## src/rtl/fft_r22sdf_ctrl_if.sv

```systemverilog
// Sample-stream and output-framing signals between the radix-2^2 SDF frame sequencer and its
// surroundings. The sequencer takes the slave side.
interface fft_r22sdf_ctrl_if #(
  parameter int unsigned FFT_NLOG2 = 10
);
  logic                 en_i;
  logic                 valid_i;
  logic                 ready_o;
  logic                 zero_o;
  logic [FFT_NLOG2-1:0] cnt_o;
  logic                 valid_o;
  logic                 sof_o;
  logic                 eof_o;
  logic [FFT_NLOG2-1:0] out_idx_o;
  logic                 busy_o;
  logic                 err_o;
  logic                 err_clr_i;

  modport master (
    output en_i, valid_i, err_clr_i,
    input  ready_o, zero_o, cnt_o, valid_o, sof_o, eof_o, out_idx_o, busy_o, err_o
  );

  modport slave (
    input  en_i, valid_i, err_clr_i,
    output ready_o, zero_o, cnt_o, valid_o, sof_o, eof_o, out_idx_o, busy_o, err_o
  );
endinterface

```

## src/rtl/fft_r22sdf_ctrl.sv

```systemverilog
// Frame sequencer for the radix-2^2 SDF FFT pipeline: drives slot counter and input zero-mux,
// zero-pads short frames, drains in-flight frames and frames the pipeline output.
module fft_r22sdf_ctrl #(
  parameter int unsigned FFT_N     = 1024,
  parameter int unsigned FFT_NLOG2 = 10,
  parameter int unsigned LATENCY   = 1033,
  parameter int unsigned PEND_W    = 4
) (
  input logic              clk_i,
  input logic              rst_n_i,
  fft_r22sdf_ctrl_if.slave bus_io
);
  localparam int unsigned DlyW = (LATENCY > 1) ? $clog2(LATENCY) : 1;
  localparam logic [FFT_NLOG2-1:0] CntMax  = FFT_NLOG2'(FFT_N - 1);
  localparam logic [FFT_NLOG2-1:0] CntOne  = FFT_NLOG2'(1);
  localparam logic [DlyW-1:0]      DlyLoad = DlyW'(LATENCY - 1);
  localparam logic [DlyW-1:0]      DlyOne  = DlyW'(1);
  localparam logic [PEND_W-1:0]    PendOne = PEND_W'(1);

  typedef enum logic [1:0] {StIdle, StRun, StPad, StDrain} state_e;

  state_e               state_q, state_d;
  logic [FFT_NLOG2-1:0] cnt_q, cnt_d;
  logic [FFT_NLOG2-1:0] ocnt_q, ocnt_d;
  logic [FFT_NLOG2-1:0] idx_q, idx_d;
  logic [PEND_W-1:0]    pend_q, pend_d;
  logic [DlyW-1:0]      dly_q, dly_d;
  logic                 valid_q, valid_d, sof_q, sof_d, eof_q, eof_d;
  logic                 busy_q, busy_d, err_q, err_d;
  logic                 ready, acc, inc, run, dec;

  assign ready = (state_q == StIdle) || (state_q == StRun);
  assign acc   = bus_io.valid_i & bus_io.en_i & ready;
  // Output side is live once the initial latency has elapsed and a frame is still owed.
  assign run   = (dly_q == '0) && (pend_q != '0);
  assign dec   = run && (ocnt_q == CntMax);

  always_comb begin
    state_d = state_q;
    cnt_d   = cnt_q + CntOne;
    err_d   = err_q & ~bus_io.err_clr_i;
    inc     = 1'b0;
    unique case (state_q)
      StIdle: begin
        cnt_d = '0;
        if (acc) begin
          inc     = 1'b1;
          cnt_d   = CntOne;
          state_d = StRun;
        end
      end
      StRun: begin
        if (acc) begin
          inc = (cnt_q == '0);
        end else if (cnt_q == '0) begin
          state_d = StDrain;
        end else begin
          err_d   = 1'b1;
          state_d = StPad;
        end
      end
      StPad: begin
        if (cnt_q == CntMax) state_d = StDrain;
      end
      StDrain: begin
        if (dec && (pend_q == PendOne)) begin
          state_d = StIdle;
          cnt_d   = '0;
        end
      end
      default: state_d = StIdle;
    endcase

    dly_d = dly_q;
    if ((state_q == StIdle) && acc) dly_d = DlyLoad;
    else if (dly_q != '0)           dly_d = dly_q - DlyOne;

    unique case ({inc, dec})
      2'b10:   pend_d = pend_q + PendOne;
      2'b01:   pend_d = pend_q - PendOne;
      default: pend_d = pend_q;
    endcase

    ocnt_d  = run ? ocnt_q + CntOne : ocnt_q;
    // Registered outputs are derived from next-state so they line up with the slot they describe.
    valid_d = (dly_d == '0) && (pend_d != '0);
    sof_d   = valid_d && (ocnt_d == '0);
    eof_d   = valid_d && (ocnt_d == CntMax);
    idx_d   = '0;
    for (int unsigned i = 0; i < FFT_NLOG2; i++) idx_d[i] = ocnt_d[FFT_NLOG2-1-i];
    busy_d  = (state_q != StIdle) || (pend_q != '0);
  end

  always_ff @(posedge clk_i) begin
    if (!rst_n_i) begin
      state_q <= StIdle;
      cnt_q   <= '0;
      ocnt_q  <= '0;
      idx_q   <= '0;
      pend_q  <= '0;
      dly_q   <= '0;
      valid_q <= 1'b0;
      sof_q   <= 1'b0;
      eof_q   <= 1'b0;
      busy_q  <= 1'b0;
      err_q   <= 1'b0;
    end else begin
      state_q <= state_d;
      cnt_q   <= cnt_d;
      ocnt_q  <= ocnt_d;
      idx_q   <= idx_d;
      pend_q  <= pend_d;
      dly_q   <= dly_d;
      valid_q <= valid_d;
      sof_q   <= sof_d;
      eof_q   <= eof_d;
      busy_q  <= busy_d;
      err_q   <= err_d;
    end
  end

  assign bus_io.ready_o   = ready;
  assign bus_io.zero_o    = ~acc;
  assign bus_io.cnt_o     = cnt_q;
  assign bus_io.valid_o   = valid_q;
  assign bus_io.sof_o     = sof_q;
  assign bus_io.eof_o     = eof_q;
  assign bus_io.out_idx_o = idx_q;
  assign bus_io.busy_o    = busy_q;
  assign bus_io.err_o     = err_q;
endmodule

```

## src/flat_wrapper.sv

```systemverilog
// flat-port wrapper written by rule: the top's interface ports become plain ports
module fft_r22sdf_ctrl_flat 
#(
  parameter int unsigned FFT_N     = 1024,
  parameter int unsigned FFT_NLOG2 = 10,
  parameter int unsigned LATENCY   = 1033,
  parameter int unsigned PEND_W    = 4
)
  (clk_i, rst_n_i, bus_io_en_i, bus_io_valid_i, bus_io_err_clr_i, bus_io_ready_o, bus_io_zero_o, bus_io_cnt_o, bus_io_valid_o, bus_io_sof_o, bus_io_eof_o, bus_io_out_idx_o, bus_io_busy_o, bus_io_err_o);
  fft_r22sdf_ctrl_if #(.FFT_NLOG2(FFT_NLOG2)) bus_io_i ();
  input logic clk_i;
  input logic rst_n_i;
  input wire logic [$bits(bus_io_i.en_i)-1:0] bus_io_en_i;
  input wire logic [$bits(bus_io_i.valid_i)-1:0] bus_io_valid_i;
  input wire logic [$bits(bus_io_i.err_clr_i)-1:0] bus_io_err_clr_i;
  output wire logic [$bits(bus_io_i.ready_o)-1:0] bus_io_ready_o;
  output wire logic [$bits(bus_io_i.zero_o)-1:0] bus_io_zero_o;
  output wire logic [$bits(bus_io_i.cnt_o)-1:0] bus_io_cnt_o;
  output wire logic [$bits(bus_io_i.valid_o)-1:0] bus_io_valid_o;
  output wire logic [$bits(bus_io_i.sof_o)-1:0] bus_io_sof_o;
  output wire logic [$bits(bus_io_i.eof_o)-1:0] bus_io_eof_o;
  output wire logic [$bits(bus_io_i.out_idx_o)-1:0] bus_io_out_idx_o;
  output wire logic [$bits(bus_io_i.busy_o)-1:0] bus_io_busy_o;
  output wire logic [$bits(bus_io_i.err_o)-1:0] bus_io_err_o;
  assign bus_io_i.en_i = bus_io_en_i;
  assign bus_io_i.valid_i = bus_io_valid_i;
  assign bus_io_i.err_clr_i = bus_io_err_clr_i;
  assign bus_io_ready_o = bus_io_i.ready_o;
  assign bus_io_zero_o = bus_io_i.zero_o;
  assign bus_io_cnt_o = bus_io_i.cnt_o;
  assign bus_io_valid_o = bus_io_i.valid_o;
  assign bus_io_sof_o = bus_io_i.sof_o;
  assign bus_io_eof_o = bus_io_i.eof_o;
  assign bus_io_out_idx_o = bus_io_i.out_idx_o;
  assign bus_io_busy_o = bus_io_i.busy_o;
  assign bus_io_err_o = bus_io_i.err_o;
  fft_r22sdf_ctrl #(.FFT_N(FFT_N), .FFT_NLOG2(FFT_NLOG2), .LATENCY(LATENCY), .PEND_W(PEND_W)) u_core (.clk_i(clk_i), .rst_n_i(rst_n_i), .bus_io(bus_io_i));
endmodule
```

## config.mk

```make
export PLATFORM = sky130hd
export DESIGN_NAME = fft_r22sdf_ctrl_flat
export DESIGN_NICKNAME = d
export VERILOG_FILES = /design/src/rtl/fft_r22sdf_ctrl_if.sv /design/src/rtl/fft_r22sdf_ctrl.sv /design/src/flat_wrapper.sv
export SDC_FILE = /design/constraint.sdc
export NUM_CORES = 1
export LEC_CHECK = 0
export BUFFER_PORTS_ARGS = -buffer_cell sky130_fd_sc_hd__buf_2
export CAP_MARGIN = 30
export CORE_MARGIN = 2
export CORE_UTILIZATION = 40
export DETAILED_ROUTE_END_ITERATION = 7
export PLACE_DENSITY_LB_ADDON = 0.25
export SYNTH_ARGS = -nofsm -noshare
export SYNTH_HDL_FRONTEND = slang
export SYNTH_SLANG_ARGS = --single-unit
```

## constraint.sdc

```tcl
create_clock -name clk_i -period 4.95 [get_ports clk_i]
set_clock_uncertainty 0.15 [all_clocks]
set_input_delay 1.2375 -clock clk_i [delete_from_list [all_inputs] [get_ports clk_i]]
set_output_delay 1.2375 -clock clk_i [all_outputs]
set_load 0.02 [all_outputs]
```

==> results of run 1 <==
==> final cells by class <==
type,count,area share
tap,75,0.03429
sequential,42,0.3073
timing repair buffer,31,0.05670
multi-input combinational,219,0.5327
clock buffer,5,0.02515
inverter,20,0.02743
clock inverter,3,0.01646
==> flip-flops by register name, summed over array words and instances (netlist names), 2 cells and up <==
register / flops
u_core.dly_q: 11
u_core.bus_io.cnt_o: 10
u_core.bus_io.out_idx_o: 9
u_core.pend_q: 4
u_core.state_q: 2
==> worst paths after layout <==
check | from | endpoint | slack [ns] | depth (start not counted)
min | u_core.bus_io.err_o$_SDFF_PN0_ | u_core.bus_io.err_o$_SDFF_PN0_ | 0.35 | 2
max | u_core.dly_q[3]$_SDFF_PN0_ | u_core.bus_io.sof_o$_SDFF_PN0_ | 1.32 | 12
max reg2reg | u_core.dly_q[3]$_SDFF_PN0_ | u_core.bus_io.sof_o$_SDFF_PN0_ | 1.32 | 12
min reg2reg | u_core.bus_io.err_o$_SDFF_PN0_ | u_core.bus_io.err_o$_SDFF_PN0_ | 0.35 | 2
==> report_power, final <==
| group | internal (W) | switching, W |
|---|---|---|
| Clock | 0.000150 | 0.000126 |
| Sequential | 0.000398 | 0.0000709 |
| Combinational | 0.000249 | 0.000381 |
==> through the flow <==
step	total power [W]	hold slack (ns)	instance area (sq um)	setup WS, ns
2_1_floorplan	0.0009810	0.3449	2426	1.758
3_3_place_gp	0.001098	0.3417	2623	1.478
3_5_place_dp	0.001098	0.3302	2623	1.311
4_1_cts	0.001383	0.3544	2736	1.303
5_1_grt	0.001492	0.4092	2736	0.9885
6_report	0.001376	0.3509	2736	1.317
==> tightest hold or removal path: stages, from the launching register on <==
cell	delay (ns)
dfxtp_1	0.34
a32oi_1	0.05
nor2_1	0.08
==> cells by family after synthesis <==
group	Yosys count	synth area share
compound gates	41	0.1197
xor+xnor	22	0.07942
fa+ha+maj	15	0.07736
buf+inv	31	0.05260
flops	42	0.3466
mux	5	0.02115
simple gates	136	0.3033
==> cells in the final DEF, fill, tap and decap left out, types with 10 or more instances in the layout <==
cell type  count
inv_1         19
xnor2_1       12
nor2_1        46
xor2_1        10
dfxtp_1       42
ha_1          15
nand3_1       10
buf_2         31
nand2_1       16
nor3_1        11
==> layer usage <==
| layer | track usage | vias to the layer above | share of wire |
|---|---|---|---|
| met3 | 0.03297 | 2 | 0.030 |
| met4 | 0.05833 | 0 | 0.0066 |
| met2 | 0.2374 | 31 | 0.43 |
| met1 | 0.2408 | 956 | 0.53 |
| li1 | - | 1092 | - |
| met5 | 0 | - | 0 |
==> results.json, run 1 <==
{
  "status": "finished, final reports clean",
  "relSlewSlack": 0.5014,
  "yosysWarnings": 0,
  "slowest_delay_ns": 0.70,
  "leakagePower_nw": 1.131,
  "antenna_found_initial": 0,
  "grt_pass1_wl_um": 8535,
  "arrival_ns": 3.69,
  "vdd_drop_max_v": 0.0002579,
  "crit_fanout": 10,
  "fp-row-count": 28,
  "cp-end-kind": "flip-flop",
  "dr.pass1.iters": 4,
  "grt_pass1_vias": 1766,
  "portBuffers": 31,
  "drive_gt1_frac": 0.1625,
  "setup_viol": 0,
  "netlist_area_sq_um": 2426,
  "io_pins": 32,
  "utilization": 0.4649,
  "final.setup.tns_ns": 0,
  "hold_path_class": "reg2reg",
  "startpoint_type": "flip-flop",
  "crit_type": "reg2reg",
  "htreeDepth": 2,
  "synthMostInstantiatedCell": "nor2_1",
  "fin_nets": 339,
  "synth_edf_count": 0,
  "coreArea_sq_um": 5886,
  "async_reset_ff_frac": 0,
  "wl_per_cell_um": 13.01,
  "grt_max_degree": 20,
  "yosys-top-cells-count": "nor2_1 (46), dfxtp_1 (42), inv_1 (19)",
  "grt_usage": 0.1646,
  "finalHoldViolCount": 0,
  "layout_min_cycle_time_ns": 3.633,
  "die_height_um": 81.88,
  "dp.cells": 387,
  "insertedDiodeCount": 0,
  "slew_violations": 0,
  "dpl.hpwl_um": 3800,
  "cts_tree": "yes",
  "synth_flop_cell": "dfxtp_1",
  "root_buffer": "clkbuf_8",
  "final_cells": 395,
  "cts.repair.resized": 0,
  "finalCritPeriodShare": 0.7340,
  "max_freq_mhz": 275.2,
  "cp.required_ns": 5.00,
  "die_w_um": 81.88,
  "dieArea_sq_um": 6704,
  "drt_iter0_markers": 165,
  "cts_setup_buffers": 0,
  "wl_um": 5138,
  "synth_cell_types": 55,
  "synth-seq-cells": 42,
  "drv_cap": 0,
  "critPathBufInv": 1,
  "initial_core_util": 0.4122,
  "vias_per_cell": 5.268,
  "synth_top_cell_by_area": "dfxtp_1",
  "worstPathCellList": "or4_1 -> nor2_1 -> nand3_1 -> or2_2 -> inv_1 -> ha_1 -> and4b_1 -> o311ai_0 -> o21ai_0 -> nand4_1 -> o2111ai_1 -> nor4_1",
  "cp_top_family": "simple AND/OR/NAND/NOR gates",
  "syn_nets": 312,
  "synthToLayoutAreaGrowth_pct": 12.79,
  "antenna_left": 0,
  "gp_congestion": 0.8355,
  "n_fill_cell": 576,
  "syn_avg_cell_area_sq_um": 8.308,
  "clk_pin_slew_ns": 0.09,
  "yosysSeqAreaShare": 0.3466,
  "cts_inserted_buffers": 5,
  "multi_input_area_sq_um": 1458,
  "cts_num_sinks": 42,
  "yosys-top-cells-area": "dfxtp_1 (35%), ha_1 (7.7%), nor2_1 (7.1%)",
  "seqCellArea_sq_um": 840.8,
  "clock_latency_ns": 0.30,
  "cts_hold_buf": 0,
  "cts_buffer_depth": 2,
  "drc_errors": 0,
  "synthCells": 292,
  "crit_slowest_cell": "or4_1",
  "worstMarginPinSlew_ns": 0.7417,
  "pwr_density_cell_nw_per_um2": 502.8,
  "num_vias": 2081,
  "netlist.area_leader.share": 0.3466,
  "rsz0062_at_grt": "no",
  "grt_overflow": 0
}
Note: power is estimated with default switching activity, not from simulation.
==> run 2, diff against run 1 <==
- clock period: 4.95 -> 3.1 ns (I/O delays scaled with it)
==> results.json, run 2 (synthesis results as in run 1) <==
{
  "status": "finished, final reports clean",
  "hp-start": "u_core.bus_io.err_o$_SDFF_PN0_",
  "pwr_density_cell_nw_per_um2": 783.6,
  "cts_hold_buf": 0,
  "fin_nets": 369,
  "antenna_found_initial": 0,
  "hold_path_class": "reg2reg",
  "grt_pass1_vias": 1950,
  "cts_inserted_buffers": 5,
  "grt_pass1_wl_um": 9190,
  "whs_path_depth": 2,
  "fp-row-count": 28,
  "setup_viol": 0,
  "drv_cap": 0,
  "root_buffer": "clkbuf_8",
  "grt_overflow": 0,
  "drc_errors": 0,
  "cts_tree": "yes",
  "grt_usage": 0.1762,
  "seqCellArea_sq_um": 843.3,
  "startpoint_type": "flip-flop",
  "regMostFlops": "u_core.dly_q",
  "r2r_end": "u_core.bus_io.sof_o$_SDFF_PN0_",
  "die_w_um": 81.88,
  "utilization": 0.5070,
  "crit_fanout": 4,
  "max_freq_mhz": 336.4,
  "cts_num_sinks": 42,
  "vias_per_cell": 5.300,
  "dpl.hpwl_um": 4252,
  "n_fill_cell": 602,
  "initial_core_util": 0.4122,
  "whs_endpoint": "u_core.bus_io.err_o$_SDFF_PN0_",
  "leakagePower_nw": 1.279,
  "synthToLayoutAreaGrowth_pct": 23.00,
  "cp.required_ns": 3.16,
  "wl_um": 5765,
  "total_power_w": 0.002338,
  "antenna_left": 0,
  "drive_gt1_frac": 0.2693,
  "num_vias": 2247,
  "portBuffers": 31,
  "cts_buffer_depth": 2,
  "cp-end-kind": "flip-flop",
  "drt_iter0_markers": 137,
  "finalHoldViolCount": 0,
  "layout_min_cycle_time_ns": 2.973,
  "crit_type": "reg2reg",
  "dieArea_sq_um": 6704,
  "relSlewSlack": 0.6373,
  "slew_violations": 0,
  "setup_ws_ns": 0.1270,
  "r2r_cells": 12,
  "wl_per_cell_um": 13.60,
  "arrival_ns": 3.03,
  "placed_area_sq_um": 2828,
  "clk_pin_slew_ns": 0.08,
  "dr.pass1.iters": 4,
  "final_cell_mix": "nor2_1 (43), dfxtp_1 (40), buf_2 (31)",
  "layout_commonest_cell": "nor2_1",
  "post-place-ws_ns": -0.01000,
  "io_pins": 32,
  "post-route-cell-area_sq_um": 2984,
  "insertedDiodeCount": 0,
  "vdd_drop_max_v": 0.0004448,
  "hold_ws_ns": 0.3477,
  "clock_latency_ns": 0.29,
  "htreeDepth": 2,
  "r2r-start": "u_core.dly_q[7]$_SDFF_PN0_",
  "gp_congestion": 0.9606,
  "rrSetupSlack_ns": 0.13,
  "largest_reg_flops": 11,
  "worstMarginPinSlew_ns": 0.5303,
  "multi_input_area_sq_um": 1513,
  "grt_max_degree": 14,
  "coreArea_sq_um": 5886,
  "die_height_um": 81.88,
  "finalCritPeriodShare": 0.9590
}
run 2: changes by cell type in the layout (fill, tap and decap cells not counted), moves of 2 or more:
cell / change
nor2_1: -3
ha_1: -3
dfxtp_1: -2
or4_1: -2
or4_4: +2
nor2_2: +3
clkinvlp_4: -2
dfxtp_2: +2
buf_4: +30
clkinv_2: +2
ha_2: +2
run 2: power by group:
| group | switching, W | total [W] | internal, W |
|---|---|---|---|
| Clock | 0.000188 | 0.000340 | 0.000151 |
| Combinational | 0.000715 | 0.00129 | 0.000573 |
| Sequential | 0.0000720 | 0.000709 | 0.000637 |
| Total | 0.000976 | 0.00234 | 0.00136 |
run 2: worst max-delay path, cell delays in order (launching register included):
cell       delay, ns
dfxtp_2         0.34
or4_4           0.52
nor2_2          0.13
nand3_1         0.09
or2_4           0.26
inv_1           0.06
ha_2            0.18
and4b_1         0.20
o311ai_2        0.21
o21ai_1         0.13
nand4_1         0.15
o2111ai_2       0.17
nor4_1          0.29
run 2: repair_timing:
item	CTS	global route
resized for setup	1	14
buffers inserted	0	3
pin swaps	0	11
setup endpoints to repair	1	3
run 2: metal layers:
metal,wire (um),global-route usage,vias to the layer above
met4,95,0.06000,0
met3,260,0.03077,7
met1,2846,0.2537,1041
met5,0,0,-
met2,2563,0.2634,53
li1,-,-,1146
run 2: how the worst max path moves through the flow:
stage	endpoint	start	depth (start not counted)	slack, ns
floorplan	u_core.bus_io.eof_o$_SDFF_PN0_	u_core.dly_q[2]$_SDFF_PN0_	14	0.008
global placement	u_core.bus_io.eof_o$_SDFF_PN0_	u_core.dly_q[7]$_SDFF_PN0_	12	0.16
CTS	u_core.bus_io.eof_o$_SDFF_PN0_	u_core.dly_q[7]$_SDFF_PN0_	12	0.01
finish	u_core.bus_io.sof_o$_SDFF_PN0_	u_core.dly_q[7]$_SDFF_PN0_	12	0.13
detailed placement	u_core.bus_io.eof_o$_SDFF_PN0_	u_core.dly_q[7]$_SDFF_PN0_	12	-0.01
global route	u_core.bus_io.sof_o$_SDFF_PN0_	u_core.dly_q[7]$_SDFF_PN0_	12	-0.02
run 2: cell type report:
class,count,share of cell area
inverter,20,0.02516
sequential,42,0.2826
clock buffer,5,0.02306
clock inverter,2,0.003354
tap,75,0.03145
multi-input combinational,219,0.5069
timing repair buffer,61,0.1275
run 2: per-stage QoR:
step,instances,TNS (ns)
after floorplan,292,0
after global placement,414,0
after detailed placement,414,-0.01000
after CTS,421,0
after global routing,424,-0.02472
final,424,0
==> run 3, diff against run 2 <==
==> constraint.sdc (replaced) <==
create_clock -name clk_i -period 3.1 [get_ports clk_i]
set_clock_uncertainty 0.15 [all_clocks]
set_input_delay 0.155 -clock clk_i [delete_from_list [all_inputs] [get_ports clk_i]]
set_output_delay 0.155 -clock clk_i [all_outputs]
set_load 0.02 [all_outputs]
==> results.json, run 3 (synthesis results as in run 1) <==
{
  "status": "finished, final reports clean",
  "pwr-share-seq": 0.293,
  "largest_reg_flops": 11,
  "antenna_left": 0,
  "grt_max_degree": 20,
  "cts_inserted_buffers": 5,
  "vdd_drop_max_v": 0.0003758,
  "worstPathCellList": "or4_4 -> nor2_4 -> nand3_1 -> or2_4 -> ha_1 -> inv_2 -> a31o_2 -> o21ai_1 -> nand4_1 -> o2111ai_2 -> buf_4 -> inv_1",
  "cts_buffer_depth": 2,
  "comb_power_share": 0.528,
  "hp-start": "bus_io_err_clr_i",
  "whs_path_depth": 4,
  "worstMarginPinSlew_ns": 0.5970,
  "cts_num_sinks": 42,
  "p_sw_w": 0.001003,
  "regMostFlops": "u_core.dly_q",
  "wl_per_cell_um": 14.03,
  "cts_tree": "yes",
  "drt_iter0_markers": 142,
  "dpl.hpwl_um": 4331,
  "insertedDiodeCount": 0,
  "finalHoldViolCount": 0,
  "gp_congestion": 0.9294,
  "grt_overflow": 0,
  "die_height_um": 81.88,
  "cp.required_ns": 3.16,
  "cp-end-kind": "flip-flop",
  "whs_endpoint": "u_core.bus_io.err_o$_SDFF_PN0_",
  "drc_errors": 0,
  "pwr_density_cell_nw_per_um2": 821.7,
  "die_w_um": 81.88,
  "power_frac_clock": 0.179,
  "root_buffer": "clkbuf_8",
  "max_freq_mhz": 334.8,
  "initial_core_util": 0.4122,
  "r2r_cells": 12,
  "final_cell_mix": "nor2_1 (43), dfxtp_1 (41), buf_2 (31)",
  "relSlewSlack": 0.5995,
  "drv_cap": 0,
  "switching_share": 0.4142,
  "clk_pin_slew_ns": 0.09,
  "slew_violations": 0,
  "utilization": 0.5009,
  "clock_latency_ns": 0.30,
  "crit_type": "reg2reg",
  "layout_commonest_cell": "nor2_1",
  "r2r_end": "u_core.bus_io.valid_o$_SDFF_PN0_",
  "io_pins": 32,
  "dr.pass1.iters": 4,
  "critPathBufInv": 3,
  "htreeDepth": 2,
  "grt_pass1_wl_um": 9294,
  "grt_usage": 0.1809,
  "portBuffers": 31,
  "internal-power_w": 0.001419,
  "cp_top_family": "simple AND/OR/NAND/NOR gates",
  "slowest_delay_ns": 0.56,
  "r2r-start": "u_core.dly_q[7]$_SDFF_PN0_",
  "total_power_w": 0.002422,
  "hold_path_class": "in2reg",
  "drive_gt1_frac": 0.2493,
  "antenna_found_initial": 0,
  "grt_pass1_vias": 1892,
  "crit_slowest_cell": "or4_4",
  "layout_min_cycle_time_ns": 2.987,
  "arrival_ns": 3.05,
  "crit_fanout": 7,
  "setup.worst_path.start": "u_core.dly_q[7]$_SDFF_PN0_",
  "synthToLayoutAreaGrowth_pct": 21.51,
  "fin_nets": 360,
  "startpoint_type": "flip-flop",
  "dieArea_sq_um": 6704,
  "setup_viol": 0,
  "finalCritPeriodShare": 0.9636,
  "vias_per_cell": 5.332,
  "num_vias": 2218,
  "wl_um": 5838,
  "coreArea_sq_um": 5886,
  "rrSetupSlack_ns": 0.11,
  "leakagePower_nw": 1.248,
  "fp-row-count": 28
}
-- run 3: cell types whose count changed in the layout (fill, tap and decap cells not counted), sizes merged --
cell	delta
bufinv	+1
buf	-9
-- run 3: how the worst max path moves through the flow --
stage                                                  end  slack, ns  cells past startpoint
after floorplan             u_core.bus_io.eof_o$_SDFF_PN0_      0.008                     14
after global routing        u_core.bus_io.sof_o$_SDFF_PN0_      -0.04                     13
after CTS                   u_core.bus_io.eof_o$_SDFF_PN0_       0.02                     12
after detailed placement    u_core.bus_io.eof_o$_SDFF_PN0_       0.04                     12
final                     u_core.bus_io.valid_o$_SDFF_PN0_       0.11                     12
after global placement      u_core.bus_io.eof_o$_SDFF_PN0_       0.13                     12
-- run 3: cell type report --
| cell class | instances | area [sq um] |
|---|---|---|
| clock buffers | 5 | 68.82 |
| repair buffers | 52 | 312.8 |
| well taps | 75 | 93.84 |
| fillers | 587 | 2938 |
| clock inverters | 3 | 40.04 |
| flip-flops and latches | 42 | 842.1 |
| inverters | 20 | 75.07 |
| multi-input cells | 219 | 1515 |
-- run 3: power groups by stage --
stage | clock (W) | combinational [W] | sequential (W)
after floorplan | 0 | 0.000834 | 0.000732
after global placement | 0 | 0.00118 | 0.000712
after detailed placement | 0 | 0.00119 | 0.000716
after CTS | 0.000445 | 0.00120 | 0.000703
after global routing | 0.000469 | 0.00141 | 0.000721
final | 0.000434 | 0.00128 | 0.000710
-- run 3: worst min-delay path, cell delays in order --
cell     delay [ns]
buf_2          0.09
inv_1          0.04
a32oi_1        0.05
nor2_1         0.08
-- run 3: timing repair --
action / CTS / global route
endpoints found under the hold margin: 0 / 0
hold buffers: 0 / 0
buffers inserted: 0 / 1
setup endpoints to repair: 0 / 4
resized for setup: 0 / 16
-- run 3: metrics by stage --
stage          area, sq um  TNS [ns]  hold slack [ns]  setup slack, ns  std cells
2_1_floorplan         2429         0           0.1267         0.007566        292
3_3_place_gp          2775         0           0.2992           0.1256        407
3_5_place_dp          2775         0           0.3005          0.03562        407
4_1_cts               2884         0         0.001224          0.02322        415
5_1_grt               2948  -0.04509          0.02570         -0.03731        416
6_report              2948         0          0.01542           0.1128        416
-- run 3: routing by layer --
layer	share of wire	track usage
met3	0.046	0.02967
met5	0	0
met4	0.011	0.06000
met2	0.45	0.2780
met1	0.49	0.2562
